`src/rtl/accum_sequencer_if.sv`:
```
// Accumulator buffer port bundle: one read port (data returned a cycle after the strobe)
// and one write port, each two 32-bit columns wide.
interface accum_sequencer_if #(
    parameter int unsigned ADDR_W = 8
) ();
    logic              acc_rd_en;
    logic [ADDR_W-1:0] acc_rd_addr;
    logic [31:0]       acc_rd_data0;
    logic [31:0]       acc_rd_data1;
    logic              acc_wr_en;
    logic [ADDR_W-1:0] acc_wr_addr;
    logic [31:0]       acc_wr_data0;
    logic [31:0]       acc_wr_data1;

    modport master (
        output acc_rd_en, acc_rd_addr, acc_wr_en, acc_wr_addr, acc_wr_data0, acc_wr_data1,
        input  acc_rd_data0, acc_rd_data1
    );

    modport slave (
        input  acc_rd_en, acc_rd_addr, acc_wr_en, acc_wr_addr, acc_wr_data0, acc_wr_data1,
        output acc_rd_data0, acc_rd_data1
    );
endinterface

```
`src/rtl/accum_sequencer.sv`:
```
// Result-capture sequencer: clears the alignment stage, then streams aligned row pairs into
// the accumulator buffer through a 3-stage overwrite / read-modify-write pipeline.
module accum_sequencer #(
    parameter int unsigned ADDR_W  = 8,
    parameter int unsigned ROWS_W  = 8,
    parameter int unsigned TIMEOUT = 64
) (
    input  logic              clk,
    input  logic              reset,
    input  logic              start,
    input  logic [ADDR_W-1:0] cfg_base_addr,
    input  logic [ROWS_W-1:0] cfg_rows,
    input  logic              cfg_accumulate,
    output logic              align_clear,
    input  logic              aligned_valid,
    input  logic [15:0]       align_col0,
    input  logic [15:0]       align_col1,
    accum_sequencer_if.master acc,
    output logic              busy,
    output logic              done,
    output logic              err_timeout
);

    localparam int unsigned TW = $clog2(TIMEOUT + 1);

    typedef enum logic [2:0] {StIdle, StClear, StCollect, StDrain, StDone} state_e;

    state_e            state_q, state_d;
    logic [ADDR_W-1:0] base_q;
    logic [ROWS_W-1:0] rows_q;
    logic              accum_q;
    logic [ROWS_W-1:0] row_idx_q, row_idx_d;
    logic [TW-1:0]     tcnt_q, tcnt_d;
    logic              latch_cfg;
    logic              accept;

    // Stage 1 issues the read, stage 2 sees read data, the write register is stage 3.
    logic              s1_valid_q, s2_valid_q;
    logic [ADDR_W-1:0] s1_addr_q, s2_addr_q;
    logic [15:0]       s1_col0_q, s1_col1_q, s2_col0_q, s2_col1_q;
    logic              wr_en_q;
    logic [ADDR_W-1:0] wr_addr_q;
    logic [31:0]       wr_data0_q, wr_data1_q;
    logic [31:0]       wr_data0_d, wr_data1_d;

    always_comb begin
        state_d     = state_q;
        row_idx_d   = row_idx_q;
        tcnt_d      = tcnt_q;
        latch_cfg   = 1'b0;
        accept      = 1'b0;
        align_clear = 1'b0;
        busy        = 1'b1;
        done        = 1'b0;
        err_timeout = 1'b0;
        unique case (state_q)
            StIdle: begin
                busy = 1'b0;
                if (start) begin
                    state_d   = StClear;
                    latch_cfg = 1'b1;
                    row_idx_d = '0;
                    tcnt_d    = '0;
                end
            end
            StClear: begin
                align_clear = 1'b1;
                state_d     = (rows_q == '0) ? StDone : StCollect;
            end
            StCollect: begin
                if (aligned_valid) begin
                    accept    = 1'b1;
                    row_idx_d = row_idx_q + 1'b1;
                    tcnt_d    = '0;
                    if (row_idx_d == rows_q) state_d = StDrain;
                end else if (tcnt_q == TW'(TIMEOUT - 1)) begin
                    err_timeout = 1'b1;
                    state_d     = StDrain;
                end else begin
                    tcnt_d = tcnt_q + 1'b1;
                end
            end
            StDrain: begin
                if (!s1_valid_q && !s2_valid_q) state_d = StDone;
            end
            StDone: begin
                done    = 1'b1;
                state_d = StIdle;
            end
            default: state_d = StIdle;
        endcase
    end

    always_ff @(posedge clk) begin
        if (reset) begin
            state_q   <= StIdle;
            row_idx_q <= '0;
            tcnt_q    <= '0;
            base_q    <= '0;
            rows_q    <= '0;
            accum_q   <= 1'b0;
        end else begin
            state_q   <= state_d;
            row_idx_q <= row_idx_d;
            tcnt_q    <= tcnt_d;
            if (latch_cfg) begin
                base_q  <= cfg_base_addr;
                rows_q  <= cfg_rows;
                accum_q <= cfg_accumulate;
            end
        end
    end

    // Overwrite mode never reads, so the buffer term drops out entirely.
    always_comb begin
        wr_data0_d = {{16{s2_col0_q[15]}}, s2_col0_q};
        wr_data1_d = {{16{s2_col1_q[15]}}, s2_col1_q};
        if (accum_q) begin
            wr_data0_d = acc.acc_rd_data0 + wr_data0_d;
            wr_data1_d = acc.acc_rd_data1 + wr_data1_d;
        end
    end

    always_ff @(posedge clk) begin
        if (reset) begin
            s1_valid_q <= 1'b0;
            s1_addr_q  <= '0;
            s1_col0_q  <= '0;
            s1_col1_q  <= '0;
            s2_valid_q <= 1'b0;
            s2_addr_q  <= '0;
            s2_col0_q  <= '0;
            s2_col1_q  <= '0;
            wr_en_q    <= 1'b0;
            wr_addr_q  <= '0;
            wr_data0_q <= '0;
            wr_data1_q <= '0;
        end else begin
            s1_valid_q <= accept;
            if (accept) begin
                s1_addr_q <= base_q + ADDR_W'(row_idx_q);
                s1_col0_q <= align_col0;
                s1_col1_q <= align_col1;
            end
            s2_valid_q <= s1_valid_q;
            if (s1_valid_q) begin
                s2_addr_q <= s1_addr_q;
                s2_col0_q <= s1_col0_q;
                s2_col1_q <= s1_col1_q;
            end
            wr_en_q <= s2_valid_q;
            if (s2_valid_q) begin
                wr_addr_q  <= s2_addr_q;
                wr_data0_q <= wr_data0_d;
                wr_data1_q <= wr_data1_d;
            end
        end
    end

    assign acc.acc_rd_en    = s1_valid_q & accum_q;
    assign acc.acc_rd_addr  = s1_addr_q;
    assign acc.acc_wr_en    = wr_en_q;
    assign acc.acc_wr_addr  = wr_addr_q;
    assign acc.acc_wr_data0 = wr_data0_q;
    assign acc.acc_wr_data1 = wr_data1_q;

endmodule
```
`src/flat_wrapper.sv`:
```
// flat-port wrapper written by rule: the top's interface ports become plain ports
module accum_sequencer_flat 
#(
    parameter int unsigned ADDR_W  = 8,
    parameter int unsigned ROWS_W  = 8,
    parameter int unsigned TIMEOUT = 64
)
  (clk, reset, start, cfg_base_addr, cfg_rows, cfg_accumulate, align_clear, aligned_valid, align_col0, align_col1, busy, done, err_timeout, acc_acc_rd_en, acc_acc_rd_addr, acc_acc_wr_en, acc_acc_wr_addr, acc_acc_wr_data0, acc_acc_wr_data1, acc_acc_rd_data0, acc_acc_rd_data1);
  accum_sequencer_if #(.ADDR_W(ADDR_W)) acc_i ();
  input  logic clk;
  input  logic reset;
  input  logic start;
  input  logic [ADDR_W-1:0] cfg_base_addr;
  input  logic [ROWS_W-1:0] cfg_rows;
  input  logic cfg_accumulate;
  output logic align_clear;
  input  logic aligned_valid;
  input  logic [15:0] align_col0;
  input  logic [15:0] align_col1;
  output logic busy;
  output logic done;
  output logic err_timeout;
  output wire logic [$bits(acc_i.acc_rd_en)-1:0] acc_acc_rd_en;
  output wire logic [$bits(acc_i.acc_rd_addr)-1:0] acc_acc_rd_addr;
  output wire logic [$bits(acc_i.acc_wr_en)-1:0] acc_acc_wr_en;
  output wire logic [$bits(acc_i.acc_wr_addr)-1:0] acc_acc_wr_addr;
  output wire logic [$bits(acc_i.acc_wr_data0)-1:0] acc_acc_wr_data0;
  output wire logic [$bits(acc_i.acc_wr_data1)-1:0] acc_acc_wr_data1;
  input wire logic [$bits(acc_i.acc_rd_data0)-1:0] acc_acc_rd_data0;
  input wire logic [$bits(acc_i.acc_rd_data1)-1:0] acc_acc_rd_data1;
  assign acc_acc_rd_en = acc_i.acc_rd_en;
  assign acc_acc_rd_addr = acc_i.acc_rd_addr;
  assign acc_acc_wr_en = acc_i.acc_wr_en;
  assign acc_acc_wr_addr = acc_i.acc_wr_addr;
  assign acc_acc_wr_data0 = acc_i.acc_wr_data0;
  assign acc_acc_wr_data1 = acc_i.acc_wr_data1;
  assign acc_i.acc_rd_data0 = acc_acc_rd_data0;
  assign acc_i.acc_rd_data1 = acc_acc_rd_data1;
  accum_sequencer #(.ADDR_W(ADDR_W), .ROWS_W(ROWS_W), .TIMEOUT(TIMEOUT)) u_core (.clk(clk), .reset(reset), .start(start), .cfg_base_addr(cfg_base_addr), .cfg_rows(cfg_rows), .cfg_accumulate(cfg_accumulate), .align_clear(align_clear), .aligned_valid(aligned_valid), .align_col0(align_col0), .align_col1(align_col1), .acc(acc_i), .busy(busy), .done(done), .err_timeout(err_timeout));
endmodule
```
`config.mk`:
```
export PLATFORM = sky130hd
export DESIGN_NAME = accum_sequencer_flat
export DESIGN_NICKNAME = d
export VERILOG_FILES = /design/src/rtl/accum_sequencer_if.sv /design/src/rtl/accum_sequencer.sv /design/src/flat_wrapper.sv
export SDC_FILE = /design/constraint.sdc
export NUM_CORES = 1
export LEC_CHECK = 0
export CAP_MARGIN = 20
export CORE_MARGIN = 8
export CORE_UTILIZATION = 40
export CTS_BUF_LIST = sky130_fd_sc_hd__clkbuf_16
export DETAILED_ROUTE_END_ITERATION = 8
export PLACE_DENSITY = 0.66
export SLEW_MARGIN = 5
export SYNTH_ARGS = -nofsm -noshare
export SYNTH_HDL_FRONTEND = slang
export SYNTH_SLANG_ARGS = --single-unit
export TNS_END_PERCENT = 100
```
`constraint.sdc`:
```
create_clock -name clk -period 3.5 [get_ports clk]
set_clock_uncertainty 0.2 [all_clocks]
set_input_delay 0.525 -clock clk [delete_from_list [all_inputs] [get_ports clk]]
set_output_delay 0.525 -clock clk [all_outputs]
set_load 0.1 [all_outputs]
```
**Word-level counts from Yosys, hierarchy flattened**

Index checks and enable logic that the tools add are counted.
W data, S select, Z words.

- Equality and inequality tests: 12
- Bitwise gates (word level): 1
- $add $sub $neg: 5
- Muxes and demuxes: 26
- Reductions and logical operators: 9

Operator list:

| cell | number |
|---|---|
| $add A32 B32 Y32 | 2 |
| $mux W32 | 2 |
| $mux W7 | 3 |
| $mux W3 | 6 |
| $mux W8 | 2 |
| $pmux W8 S2 | 1 |
| $pmux W7 S2 | 1 |
| $pmux W3 S4 | 1 |
| $mux W1 | 10 |
| $add A8 B1 Y8 const B | 1 |
| $add A8 B8 Y8 | 1 |
| $eq A8 B8 Y1 | 1 |
| $logic_not A8 Y1 | 1 |
| $add A7 B1 Y7 const B | 1 |
| $eq A7 B6 Y1 const B | 1 |
| $eq A3 B2 Y1 const B | 2 |
| $ne A3 B2 Y1 const B | 2 |
| $reduce_and A3 Y1 | 2 |
| $ne A2 B2 Y1 const B | 2 |
| $reduce_and A4 Y1 | 1 |
| $eq A3 B1 Y1 const B | 1 |
| $eq A3 B3 Y1 const B | 1 |
| $logic_not A3 Y1 | 1 |
| $ne A3 B3 Y1 const B | 1 |
| other kinds (5) | 6 |

- Input bits: 117
- Word-level logic and storage cells: 71
- Flip-flop bits (word level): 190

**Depth between registers and ports, before layout**

Gate-level depths: netlist (run 1).

- Depth in word-level cells: 5
- Depth in mapped cells: 11

**Worst setup path after synthesis (run 1)**

No wires, ideal clock.

- Kind: reg2out
- Start: register u_core.state_q[0]
- End: output done
- Required time: 2.775 ns
- Cell stages (with the launch flop): 3
- Path buffers: 1
- Path slack: 0.037 ns
- Arrival: 2.738 ns
- Path through: dfxtp_1 clkbuf_1 nor3b_1

- Longest elaborated chain between the ends: 2

RTL lines:

| element | line | source |
|---|---|---|
| start, declared | accum_sequencer.sv:28 | `state_e state_q, state_d;` |
| start signal, assigned | accum_sequencer.sv:96 | `state_q <= StIdle;` |
| start signal, assigned | accum_sequencer.sv:103 | `state_q <= state_d;` |
| $eq A3 B3 Y1 | accum_sequencer.sv:56 | `unique case (state_q)` |
| $mux W1 | accum_sequencer.sv:56 |  |
| end, declared | flat_wrapper.sv:21 | `output logic done;` |

Every way passes these cells.

**Final worst setup path (run 1)**

- Start: input acc_acc_rd_data1[0]
- End: register u_core.wr_data1_q[14], in the netlist u_core.acc.acc_wr_data1[14]

- Longest elaborated chain between the ends: 2

RTL lines:

| element | line | source |
|---|---|---|
| start, declared | flat_wrapper.sv:30 | `input wire logic [$bits(acc_i.acc_rd_data1)-1:0] acc_acc_rd_data1;` |
| $add A32 B32 Y32 | accum_sequencer.sv:120 | `wr_data1_d = acc.acc_rd_data1 + wr_data1_d;` |
| $mux W32 | accum_sequencer.sv:118 | `if (accum_q) begin` |
| end signal, assigned | accum_sequencer.sv:155 | `wr_data1_q <= wr_data1_d;` |
| end, declared | accum_sequencer.sv:43 | `logic [31:0] wr_data0_q, wr_data1_q;` |

Every way passes these cells.
A chain may end at the register's enable or synchronous reset.

==> impl_metrics.prom, run 1 <==
# TYPE chip_impl_metric gauge
chip_impl_metric{name="layout.nets",unit=""} 1721
chip_impl_metric{name="cts_max_path_buffers",unit=""} 2
chip_impl_metric{name="fmaxAchievable",unit="MHz"} 323
chip_impl_metric{name="cts_made_buffers",unit=""} 17
chip_impl_info{name="buffer_cell_driving_the_clock_tree_root",value="sky130_fd_sc_hd__clkbuf_16"} 1
chip_impl_info{name="timing.rr.start",value="u_core.s2_col1_q[15]"} 1
chip_impl_metric{name="seq_area_frac_synth",unit="%"} 35.1
chip_impl_info{name="holdCritStartpoint",value="reset"} 1
chip_impl_info{name="path_class",value="in -> reg"} 1
chip_impl_metric{name="routed_wl",unit="um"} 33400
chip_impl_metric{name="fp.dieArea",unit="sq um"} 32700
chip_impl_metric{name="initialDrtViolationCount",unit=""} 712
chip_impl_metric{name="mappedNetlistNets",unit=""} 1531
chip_impl_metric{name="pwr_density_cell",unit="nW/um^2"} 455
chip_impl_metric{name="clock_latency_at_the_later_pin_of_the_worst_skew_pair",unit="ns"} 0.43
chip_impl_metric{name="finalHoldWorstSlack",unit="ns"} 0.120
chip_impl_metric{name="drtPass1Iterations",unit=""} 4
chip_impl_metric{name="max_cap_viol_count",unit=""} 0
chip_impl_metric{name="grt_use_total",unit="%"} 20.0
chip_impl_metric{name="total_power",unit="uW"} 6300
chip_impl_metric{name="post_cts_resize_count",unit=""} 0
chip_impl_metric{name="grt_start_max_net_pins",unit=""} 96
chip_impl_metric{name="wl_per_cell",unit="um"} 17.7
chip_impl_metric{name="grt-ovfl-total",unit=""} 0
chip_impl_metric{name="hold_violations",unit=""} 0
chip_impl_info{name="outcome",value="completed"} 1
chip_impl_metric{name="grt_pass1_wl",unit="um"} 53700
chip_impl_metric{name="starting_utilization_of_the_core_area",unit="%"} 40.5
chip_impl_metric{name="post_synth_inst_count",unit=""} 1340
chip_impl_metric{name="htree_num_levels",unit=""} 4
chip_impl_metric{name="num_rows",unit=""} 60
chip_impl_metric{name="post_synth_instance_area",unit="sq um"} 10900
chip_impl_metric{name="number_of_antenna_violations_at_the_first_check_in_global_routing",unit=""} 1
chip_impl_metric{name="synth.avg_cell_area",unit="sq um"} 8.10
chip_impl_metric{name="relSlewSlack",unit="%"} 33.4
chip_impl_metric{name="first_global_vias",unit=""} 9965
chip_impl_metric{name="drive_above_1_share",unit="%"} 8.43
chip_impl_metric{name="synthToLayoutAreaGrowth",unit="%"} 27.7
chip_impl_info{name="ys_top_cells_by_count",value="sky130_fd_sc_hd__dfxtp_1, sky130_fd_sc_hd__nand2_1, sky130_fd_sc_hd__nor2_1"} 1
chip_impl_metric{name="worst_pin_slew",unit="ns"} 0.995
chip_impl_metric{name="ant_nets",unit=""} 0
chip_impl_metric{name="synth.ff_latch_count",unit=""} 190
chip_impl_metric{name="cp_max_fo",unit=""} 3
chip_impl_info{name="yosysMostFrequentCell",value="sky130_fd_sc_hd__dfxtp_1"} 1
chip_impl_metric{name="ys_async_sr_fraction",unit="%"} 0
chip_impl_metric{name="period_share",unit="%"} 88.5
chip_impl_metric{name="fp.dieW",unit="um"} 181
chip_impl_metric{name="cts.reportedPaths.clkPinSlew",unit="ns"} 0.08
chip_impl_metric{name="period_minus_slack",unit="ns"} 3.10
chip_impl_metric{name="post-route-cell-area",unit="sq um"} 13900
chip_impl_metric{name="clock_sinks",unit=""} 190
chip_impl_metric{name="detail_route.vias_per_cell",unit=""} 5.40
chip_impl_metric{name="antenna-diode-count",unit=""} 0
chip_impl_metric{name="drc_errors",unit=""} 0
chip_impl_metric{name="total_leakage_power",unit="uW"} 0.00539
chip_impl_info{name="synth.area.top_cells",value="sky130_fd_sc_hd__dfxtp_1, sky130_fd_sc_hd__ha_1, sky130_fd_sc_hd__a21oi_1"} 1
chip_impl_metric{name="vias",unit=""} 10169
chip_impl_metric{name="post_dp_cell_area",unit="sq um"} 13300
chip_impl_info{name="worst_setup_path_start_kind",value="input port"} 1
chip_impl_metric{name="synth_cell_types",unit=""} 63
chip_impl_metric{name="post-cts-setup-buffer-count",unit=""} 0
chip_impl_metric{name="setup-violations-final",unit=""} 0
chip_impl_info{name="timing.critical_path.to_type",value="flop"} 1
chip_impl_info{name="synth-main-ff-cell",value="sky130_fd_sc_hd__dfxtp_1"} 1
chip_impl_info{name="setup_repair_after_global_routing_missed_its_margin",value="false"} 1
chip_impl_metric{name="cp.required",unit="ns"} 3.65
chip_impl_metric{name="place.port_buffers",unit=""} 202
chip_impl_metric{name="netlist.area_leader.share",unit="%"} 35.1
chip_impl_info{name="tritoncts",value="built"} 1
chip_impl_metric{name="timing.final.max_slew_violations",unit=""} 0
chip_impl_metric{name="critPathArrivalTime",unit="ns"} 3.24
chip_impl_metric{name="io_pins",unit=""} 203
chip_impl_metric{name="ctsHoldBuffers",unit=""} 0
chip_impl_metric{name="irDropWorstVdd",unit="uV"} 553
chip_impl_metric{name="synth_edf_count",unit=""} 0
chip_impl_metric{name="synth_warnings",unit=""} 0
chip_impl_metric{name="gp_routability_congestion",unit=""} 0.940
chip_impl_metric{name="post_detail_place_hpwl",unit="um"} 25900
chip_impl_metric{name="fp.coreArea",unit="sq um"} 26800
chip_impl_info{name="worst_hold_path_type",value="in -> reg"} 1
chip_impl_metric{name="fillerInstances",unit=""} 2576
chip_impl_metric{name="fp.dieH",unit="um"} 181
chip_impl_info{name="worst_setup_path_startpoint",value="acc_acc_rd_data1[0]"} 1
chip_impl_info{name="yosysTopAreaCell",value="sky130_fd_sc_hd__dfxtp_1"} 1
-- power breakdown --
part	switching, uW	internal, uW	leakage [uW]
Sequential	172	2320	0.00154
Clock	985	966	0.000286
Combinational	1250	609	0.00357
-- per-stage QoR --
| stage | std cells | setup TNS (ns) | util (%) | worst slack, ns |
|---|---|---|---|---|
| floorplan | 1340 | 0 | - | 0.0372 |
| global placement | 1852 | 0 | 49.5 | 0.0296 |
| detailed placement | 1852 | -0.122 | 49.5 | -0.0551 |
| CTS | 1884 | 0 | 51.7 | 0.383 |
| global route | 1884 | 0 | 51.7 | 0.267 |
| finish | 1884 | 0 | 51.7 | 0.402 |
-- cells in the final DEF, fill, tap and decap left out, types with 28 or more instances in the layout --
cell type | synthesis | layout
sky130_fd_sc_hd__nand2_1 | 187 | 187
sky130_fd_sc_hd__dfxtp_1 | 190 | 187
sky130_fd_sc_hd__clkdlybuf4s50_1 | 0 | 167
sky130_fd_sc_hd__nor2_1 | 159 | 159
sky130_fd_sc_hd__a21oi_1 | 154 | 154
sky130_fd_sc_hd__mux2i_1 | 76 | 76
sky130_fd_sc_hd__ha_1 | 71 | 71
sky130_fd_sc_hd__buf_4 | 0 | 71
sky130_fd_sc_hd__o21ai_0 | 66 | 66
sky130_fd_sc_hd__xnor2_1 | 47 | 47
sky130_fd_sc_hd__xor2_1 | 29 | 29
sky130_fd_sc_hd__a211oi_1 | 29 | 29
sky130_fd_sc_hd__a21o_1 | 28 | 28
-- state kept, by name, indices dropped and copies added (netlist names), 16 cells and up --
| signal | flops |
|---|---|
| u_core.s1_col1_q | 16 |
| u_core.acc.acc_wr_data1 | 32 |
| u_core.acc.acc_wr_data0 | 32 |
| u_core.s2_col0_q | 16 |
| u_core.s2_col1_q | 16 |
| u_core.s1_col0_q | 16 |
-- worst paths after layout --
kind | cells past startpoint | slack (ns) | to
max reg2reg | 9 | 0.55 | u_core.acc.acc_wr_data1[31]
min reg2reg | 2 | 0.26 | u_core.s1_col0_q[15]
min | 2 | 0.12 | u_core.acc.acc_wr_data1[15]
max | 13 | 0.40 | u_core.acc.acc_wr_data1[14]
-- routing by layer --
metal | vias up | share of wire (%) | global-route usage [%] | wire, um
met3 | 21 | 5.7 | 4.43 | 1910
met4 | 2 | 0.91 | 3.77 | 303
met5 | - | 0.039 | 0 | 13
met2 | 278 | 46 | 32.8 | 15400
met1 | 4732 | 47 | 26.8 | 15800
li1 | 5136 | - | - | -
-- cell type report --
class / instances / area [sq um] / share of cell area (%)
tap: 341 / 427 / 3.08
clock inverter: 15 / 165 / 1.19
timing repair buffer: 240 / 2240 / 16.2
multi-input combinational: 1059 / 6710 / 48.4
sequential: 190 / 3810 / 27.5
inverter: 22 / 82.6 / 0.596
clock buffer: 17 / 425 / 3.07
-- worst max-delay path, cell delays in order --
cell and delay [ns]:
sky130_fd_sc_hd__clkdlybuf4s50_1 0.40, sky130_fd_sc_hd__ha_1 0.22, sky130_fd_sc_hd__fa_1 0.39, sky130_fd_sc_hd__a21o_1 0.22, sky130_fd_sc_hd__a221oi_2 0.23, sky130_fd_sc_hd__buf_4 0.17, sky130_fd_sc_hd__o21ai_4 0.07, sky130_fd_sc_hd__a211oi_4 0.33
sky130_fd_sc_hd__buf_4 0.18, sky130_fd_sc_hd__o21ai_2 0.06, sky130_fd_sc_hd__xor2_1 0.15, sky130_fd_sc_hd__nand3_1 0.09, sky130_fd_sc_hd__a31oi_1 0.19
-- logic make-up after synthesis --
logic type | share of synthesized area [%]
buf+inv | 3.22
simple gates | 18.6
compound gates | 21.0
xor+xnor | 6.13
mux | 7.32
fa+ha+maj | 8.74
flops | 35.1
(Power assumes the default switching activity.)
==> run 2: changes to the inputs <==
DONT_BUFFER_PORTS = 1   (was default)
PLACE_DENSITY = 0.56   (was 0.66)
RECOVER_POWER = 50   (was default)
==> run 2 against run 1 <==
The run now ends with capacitance limit, slew limit left. Non-clock buffer count down 211. Global-route usage down 0.28 points. Combinational power down 35%. Worst setup slack worse by 0.029 ns. Clock-buffer cell count unchanged. Routed wire length down 2.2%. Cell area down 15%. Cell count down 11%. Utilization down 7.5 points. Sequential share of layout area up 4.7 points. Critical endpoint is now u_core.tcnt_q[6]. Highest routed layer unchanged.
==> impl_metrics.prom, run 2 (synthesis results as in run 1) <==
# TYPE chip_impl_metric gauge
chip_impl_info{name="outcome",value="finished, violations left"} 1
chip_impl_info{name="violations_in_the_final_reports",value="capacitance limit, slew limit"} 1
chip_impl_metric{name="drc_errors",unit=""} 0
chip_impl_info{name="whs_endpoint",value="u_core.s1_col1_q[12]"} 1
chip_impl_metric{name="total_leakage_power",unit="uW"} 0.00453
chip_impl_metric{name="ff2ff_path_depth",unit=""} 8
chip_impl_metric{name="initialDrtViolationCount",unit=""} 532
chip_impl_metric{name="first_global_vias",unit=""} 9277
chip_impl_metric{name="ant_nets",unit=""} 0
chip_impl_metric{name="detail_route.vias_per_cell",unit=""} 5.59
chip_impl_metric{name="drtPass1Iterations",unit=""} 5
chip_impl_info{name="timing.rr.start",value="u_core.tcnt_q[0]"} 1
chip_impl_metric{name="fp.dieW",unit="um"} 181
chip_impl_metric{name="cts_max_path_buffers",unit=""} 2
chip_impl_metric{name="htree_num_levels",unit=""} 4
chip_impl_metric{name="grt_start_max_net_pins",unit=""} 75
chip_impl_info{name="worst_setup_path_startpoint",value="u_core.tcnt_q[0]"} 1
chip_impl_metric{name="cts.reportedPaths.clkPinSlew",unit="ns"} 0.08
chip_impl_metric{name="post_cts_resize_count",unit=""} 0
chip_impl_info{name="layout.cells.most_common",value="sky130_fd_sc_hd__dfxtp_1"} 1
chip_impl_metric{name="timing.final.ws_setup",unit="ns"} 0.373
chip_impl_metric{name="post_detail_place_hpwl",unit="um"} 24200
chip_impl_info{name="setup_repair_after_global_routing_missed_its_margin",value="false"} 1
chip_impl_metric{name="wl_per_cell",unit="um"} 19.5
chip_impl_metric{name="grt_use_total",unit="%"} 19.7
chip_impl_info{name="timing.critical_path.to_type",value="flop"} 1
chip_impl_metric{name="gp_routability_congestion",unit=""} 0.900
chip_impl_metric{name="pwr_density_cell",unit="nW/um^2"} 507
chip_impl_metric{name="period_share",unit="%"} 89.4
chip_impl_metric{name="cp_max_fo",unit=""} 6
chip_impl_metric{name="max_cap_viol_count",unit=""} 1
chip_impl_metric{name="sequential_cell_area",unit="sq um"} 3810
chip_impl_metric{name="cts_made_buffers",unit=""} 17
chip_impl_metric{name="post-cts-setup-buffer-count",unit=""} 0
chip_impl_metric{name="pre_cts_slack",unit="ns"} 0.266
chip_impl_info{name="path_class",value="reg -> reg"} 1
chip_impl_metric{name="starting_utilization_of_the_core_area",unit="%"} 40.5
chip_impl_metric{name="holdPathStages",unit=""} 2
chip_impl_metric{name="grt-ovfl-total",unit=""} 0
chip_impl_metric{name="grt_pass1_wl",unit="um"} 51800
chip_impl_info{name="tritoncts",value="built"} 1
chip_impl_info{name="rr_endpoint",value="u_core.tcnt_q[6]"} 1
chip_impl_metric{name="drive_above_1_share",unit="%"} 5.63
chip_impl_info{name="worst_setup_path_start_kind",value="flop"} 1
chip_impl_metric{name="num_rows",unit=""} 60
chip_impl_metric{name="number_of_antenna_violations_at_the_first_check_in_global_routing",unit=""} 7
chip_impl_metric{name="routed_wl",unit="um"} 32700
chip_impl_metric{name="fmaxAchievable",unit="MHz"} 320
chip_impl_metric{name="multi_input_comb_area",unit="sq um"} 6700
chip_impl_metric{name="vias",unit=""} 9361
chip_impl_metric{name="cp.required",unit="ns"} 3.60
chip_impl_metric{name="fp.coreArea",unit="sq um"} 26800
chip_impl_metric{name="irDropWorstVdd",unit="uV"} 267
chip_impl_metric{name="fillerInstances",unit=""} 2755
chip_impl_info{name="buffer_cell_driving_the_clock_tree_root",value="sky130_fd_sc_hd__clkbuf_16"} 1
chip_impl_metric{name="layout.nets",unit=""} 1510
chip_impl_metric{name="place.port_buffers",unit=""} 0
chip_impl_metric{name="rrSetupSlack",unit="ns"} 0.37
chip_impl_metric{name="timing.setup.tns",unit="ns"} 0
chip_impl_metric{name="io_pins",unit=""} 203
chip_impl_info{name="holdCritStartpoint",value="align_col1[12]"} 1
chip_impl_metric{name="ctsHoldBuffers",unit=""} 4
chip_impl_metric{name="relSlewSlack",unit="%"} -2.39
chip_impl_metric{name="period_minus_slack",unit="ns"} 3.13
chip_impl_metric{name="setup-violations-final",unit=""} 0
chip_impl_metric{name="clock_sinks",unit=""} 190
chip_impl_info{name="final_cell_mix",value="sky130_fd_sc_hd__dfxtp_1, sky130_fd_sc_hd__nand2_1, sky130_fd_sc_hd__nor2_1"} 1
chip_impl_metric{name="synthToLayoutAreaGrowth",unit="%"} 9.15
chip_impl_metric{name="timing.final.max_slew_violations",unit=""} 1
chip_impl_metric{name="fp.dieArea",unit="sq um"} 32700
chip_impl_info{name="worst_hold_path_type",value="in -> reg"} 1
chip_impl_metric{name="critPathArrivalTime",unit="ns"} 3.23
chip_impl_metric{name="fp.dieH",unit="um"} 181
chip_impl_metric{name="worst_pin_slew",unit="ns"} 1.50
chip_impl_metric{name="hold_violations",unit=""} 0
chip_impl_metric{name="clock_latency_at_the_later_pin_of_the_worst_skew_pair",unit="ns"} 0.43
==> run 2: changes by cell type in the layout (fill, tap and decap cells not counted), sizes merged <==
cell	previous run	this run
dlygate4sd3	0	1
clkinv	5	4
buf	73	22
clkdlybuf4s50	167	0
clkbuf	17	23
diode	0	1
bufinv	0	1
==> run 2: worst max-delay path by stage <==
stage | end | slack [ns] | depth (start not counted)
after floorplan | done | 0.04 | 2
after global placement | u_core.acc.acc_wr_data1[26] | 0.32 | 10
after detailed placement | u_core.acc.acc_wr_data1[26] | 0.27 | 10
after CTS | u_core.acc.acc_wr_data0[28] | 0.44 | 9
after global routing | u_core.tcnt_q[6] | 0.15 | 8
final | u_core.tcnt_q[6] | 0.37 | 8
==> run 2: worst max-delay path, cell delays in order (launching register included) <==
cell and delay [ns]:
sky130_fd_sc_hd__dfxtp_1 0.36, sky130_fd_sc_hd__ha_1 0.23, sky130_fd_sc_hd__nor3b_1 0.17, sky130_fd_sc_hd__a2111oi_0 1.27, sky130_fd_sc_hd__and3_1 0.30, sky130_fd_sc_hd__and2_1 0.17
sky130_fd_sc_hd__nand3_1 0.10, sky130_fd_sc_hd__xor2_1 0.16, sky130_fd_sc_hd__nor2_1 0.05
==> run 2: layout make-up <==
| class | count | area share [%] |
|---|---|---|
| Timing Repair Buffer | 29 | 2.29 |
| Clock inverter | 15 | 1.13 |
| Clock buffer | 17 | 3.59 |
| Tap cell | 341 | 3.60 |
| Inverter | 22 | 0.697 |
| Multi-Input combinational cell | 1059 | 56.5 |
| Antenna cell | 1 | 0.0211 |
| Sequential cell | 190 | 32.1 |
==> run 2: power by group <==
part	leakage, uW	switching [uW]	internal [uW]	total, uW
registers	0.00154	573	2320	2890
logic	0.00271	796	412	1210
clock network	0.000280	910	996	1910
==> run 2: layer usage <==
| layer | global-route usage, % | share of wire (%) | vias up |
|---|---|---|---|
| met1 | 24.6 | 45 | 4367 |
| met5 | 0 | 0.24 | - |
| li1 | - | - | 4707 |
| met3 | 7.04 | 8.0 | 44 |
| met2 | 31.7 | 45 | 231 |
| met4 | 5.49 | 2.0 | 12 |
==> run 2: per-stage QoR <==
stage | util (%) | hold WS [ns] | area (sq um) | total power (uW) | std cells
floorplan | - | 0.236 | 10900 | 3850 | 1340
global placement | 41.9 | 0.243 | 11200 | 4130 | 1637
detailed placement | 41.9 | 0.248 | 11200 | 4140 | 1637
CTS | 44.4 | 0.000933 | 11900 | 6110 | 1673
global route | 44.2 | 0.00535 | 11800 | 6310 | 1673
finish | 44.2 | 0.0224 | 11800 | 6010 | 1674
==> run 3: changes to the inputs <==
CAP_MARGIN = 40   (was 20)
==> run 3 against run 2 <==
The flow now finishes without violations. Cell count grew 6.4%. Fmax shrank 1.9%. Clock-buffer cell count is the same. Non-clock buffer count grew 106. Global-route usage grew 0.86 points. Critical path type unchanged. Critical endpoint is now u_core.acc.acc_wr_data0[28].
==> impl_metrics.prom, run 3 (synthesis results as in run 1) <==
# TYPE chip_impl_metric gauge
chip_impl_metric{name="layout.nets",unit=""} 1616
chip_impl_metric{name="timing.final.max_slew_violations",unit=""} 0
chip_impl_info{name="holdCritStartpoint",value="cfg_base_addr[5]"} 1
chip_impl_metric{name="fp.dieW",unit="um"} 181
chip_impl_metric{name="fp.coreArea",unit="sq um"} 26800
chip_impl_metric{name="detail_route.vias_per_cell",unit=""} 5.60
chip_impl_metric{name="relSlewSlack",unit="%"} 16.9
chip_impl_metric{name="grt-ovfl-total",unit=""} 0
chip_impl_info{name="tritoncts",value="built"} 1
chip_impl_metric{name="first_global_vias",unit=""} 9925
chip_impl_info{name="final_cell_mix",value="sky130_fd_sc_hd__dfxtp_1, sky130_fd_sc_hd__nand2_1, sky130_fd_sc_hd__nor2_1"} 1
chip_impl_metric{name="fp.dieArea",unit="sq um"} 32700
chip_impl_metric{name="hold_violations",unit=""} 0
chip_impl_metric{name="number_of_instances_in_the_placed_design",unit=""} 1715
chip_impl_info{name="crit_slowest_cell",value="sky130_fd_sc_hd__dfxtp_1"} 1
chip_impl_metric{name="rrSetupSlack",unit="ns"} 0.31
chip_impl_metric{name="clock_latency_at_the_later_pin_of_the_worst_skew_pair",unit="ns"} 0.44
chip_impl_info{name="path_class",value="reg -> reg"} 1
chip_impl_metric{name="route.met2.wl",unit="um"} 16000
chip_impl_info{name="rr_endpoint",value="u_core.acc.acc_wr_data0[28]"} 1
chip_impl_info{name="outcome",value="completed"} 1
chip_impl_metric{name="initialDrtViolationCount",unit=""} 558
chip_impl_info{name="route.top_layer_used",value="met5"} 1
chip_impl_metric{name="fmaxAchievable",unit="MHz"} 314
chip_impl_info{name="timing.critical_path.to_type",value="flop"} 1
chip_impl_metric{name="cpPeakStageDelay",unit="ns"} 0.54
chip_impl_metric{name="drive_above_1_share",unit="%"} 5.56
chip_impl_metric{name="fillerInstances",unit=""} 2685
chip_impl_metric{name="post_detail_place_hpwl",unit="um"} 25500
chip_impl_metric{name="timing.setup.tns",unit="ns"} 0
chip_impl_metric{name="htree_num_levels",unit=""} 4
chip_impl_metric{name="grt_pass1_wl",unit="um"} 54700
chip_impl_metric{name="cts.reportedPaths.clkPinSlew",unit="ns"} 0.08
chip_impl_metric{name="sum_of_met3_wire_segment_lengths_after_detailed_routing",unit="um"} 1980
chip_impl_metric{name="drtPass1Iterations",unit=""} 5
chip_impl_metric{name="ant_nets",unit=""} 0
chip_impl_metric{name="grt_start_max_net_pins",unit=""} 142
chip_impl_metric{name="worst_pin_slew",unit="ns"} 1.24
chip_impl_metric{name="setup-violations-final",unit=""} 0
chip_impl_info{name="worst_setup_path_start_kind",value="flop"} 1
chip_impl_metric{name="synthToLayoutAreaGrowth",unit="%"} 14.7
chip_impl_info{name="crit_chain",value="buf_4 -> ha_1 -> nand3_1 -> a21boi_0 -> o311ai_0 -> o211ai_1 -> a211oi_1 -> mux2i_1 -> o221ai_1"} 1
chip_impl_metric{name="post_cts_resize_count",unit=""} 0
chip_impl_metric{name="holdPathStages",unit=""} 2
chip_impl_metric{name="num_rows",unit=""} 60
chip_impl_metric{name="gp_routability_congestion",unit=""} 0.900
chip_impl_metric{name="cts_made_buffers",unit=""} 17
chip_impl_metric{name="post-cts-setup-buffer-count",unit=""} 0
chip_impl_metric{name="max_cap_viol_count",unit=""} 0
chip_impl_metric{name="wirelength_met1",unit="um"} 15800
chip_impl_info{name="setup_repair_after_global_routing_missed_its_margin",value="false"} 1
chip_impl_metric{name="period_share",unit="%"} 91.1
chip_impl_info{name="timing.rr.start",value="u_core.s2_col0_q[15]"} 1
chip_impl_metric{name="drc_errors",unit=""} 0
chip_impl_metric{name="finish.cell_count_without_fillers",unit=""} 1781
chip_impl_metric{name="wl_per_cell",unit="um"} 19.4
chip_impl_metric{name="period_minus_slack",unit="ns"} 3.19
chip_impl_metric{name="routed_wl",unit="um"} 34500
chip_impl_metric{name="io_pins",unit=""} 203
chip_impl_metric{name="total_leakage_power",unit="uW"} 0.00475
chip_impl_metric{name="starting_utilization_of_the_core_area",unit="%"} 40.5
chip_impl_metric{name="sequential_cell_area",unit="sq um"} 3810
chip_impl_metric{name="critPathArrivalTime",unit="ns"} 3.30
chip_impl_metric{name="timing.final.ws_setup",unit="ns"} 0.312
chip_impl_metric{name="multi_input_comb_area",unit="sq um"} 6720
chip_impl_metric{name="grt_use_total",unit="%"} 20.6
chip_impl_metric{name="clock_sinks",unit=""} 190
chip_impl_metric{name="irDropWorstVdd",unit="uV"} 350
chip_impl_metric{name="vias",unit=""} 9969
chip_impl_metric{name="cp.required",unit="ns"} 3.61
chip_impl_metric{name="number_of_antenna_violations_at_the_first_check_in_global_routing",unit=""} 7
chip_impl_metric{name="ff2ff_path_depth",unit=""} 9
chip_impl_metric{name="pwr_density_cell",unit="nW/um^2"} 495
chip_impl_metric{name="pre_cts_slack",unit="ns"} 0.265
chip_impl_metric{name="place.port_buffers",unit=""} 0
chip_impl_info{name="worst_hold_path_type",value="in -> reg"} 1
chip_impl_info{name="buffer_cell_driving_the_clock_tree_root",value="sky130_fd_sc_hd__clkbuf_16"} 1
chip_impl_metric{name="fp.dieH",unit="um"} 181
chip_impl_info{name="layout.cells.most_common",value="sky130_fd_sc_hd__dfxtp_1"} 1
chip_impl_metric{name="cp_max_fo",unit=""} 13
chip_impl_metric{name="total_power",unit="uW"} 6170
chip_impl_metric{name="cts_max_path_buffers",unit=""} 2
chip_impl_info{name="whs_endpoint",value="u_core.base_q[5]"} 1
[run 3: cell count changes in the layout (fill, tap and decap cells not counted), moves of 2 or more]
cell,change
sky130_fd_sc_hd__dlygate4sd3_1,+30
sky130_fd_sc_hd__clkinv_4,+2
sky130_fd_sc_hd__clkinv_8,+3
sky130_fd_sc_hd__clkinv_1,-3
sky130_fd_sc_hd__clkbuf_1,+77
[run 3: report_power, final]
group	internal [uW]	total (uW)	switching (uW)
clock network	966	1970	1010
logic	456	1680	1230
registers	2320	2510	186
total	3740	6170	2420
[run 3: cell type report]
type	count	area share, %
Sequential cell	190	30.6
Inverter	22	0.663
Clock buffer	17	3.42
Multi-Input combinational cell	1059	53.9
Antenna cell	2	0.0402
Timing Repair Buffer	135	6.59
Clock inverter	15	1.34
Tap cell	341	3.43
[run 3: worst max-delay path by stage]
stage / from / to / slack, ns / cells past startpoint
CTS: u_core.s2_col0_q[0] / u_core.acc.acc_wr_data0[30] / 0.44 / 10
detailed placement: acc_acc_rd_data1[0] / u_core.acc.acc_wr_data1[18] / 0.27 / 11
global route: u_core.s2_col0_q[15] / u_core.acc.acc_wr_data0[28] / 0.22 / 9
finish: u_core.s2_col0_q[15] / u_core.acc.acc_wr_data0[28] / 0.31 / 9
global placement: acc_acc_rd_data1[0] / u_core.acc.acc_wr_data1[26] / 0.32 / 10
floorplan: u_core.state_q[0] / done / 0.04 / 2
[run 3: worst max-delay path: cells and delay by family (launching register included)]
kind,cells,cell delay [ns]
buffers and inverters,1,0.28
multiplexers,1,0.25
adder cells (fa/ha/maj),1,0.32
AO/OA/AOI/OAI,5,1.37
AND/OR/NAND/NOR,1,0.11
flip-flops,1,0.54
[run 3: metal layers]
layer / vias up / track usage, %
li1: 4913 / -
met1: 4707 / 25.6
met2: 281 / 34.6
met3: 56 / 5.80
met4: 12 / 5.46
met5: - / 0
[run 3: stage by stage]
step           hold WS (ns)  area, sq um  util, %
2_1_floorplan         0.236        10900        -
3_3_place_gp          0.243        11200     41.9
3_5_place_dp          0.248        12900     48.2
4_1_cts            0.000470        13800     51.7
5_1_grt             0.00878        12400     46.4
6_report             0.0261        12400     46.5
[run 3: repair_timing]
action | in CTS | in global routing
hold endpoints to repair | 141 | 0
endpoints found under the setup margin | 0 | 0
hold buffers | 32 | 0
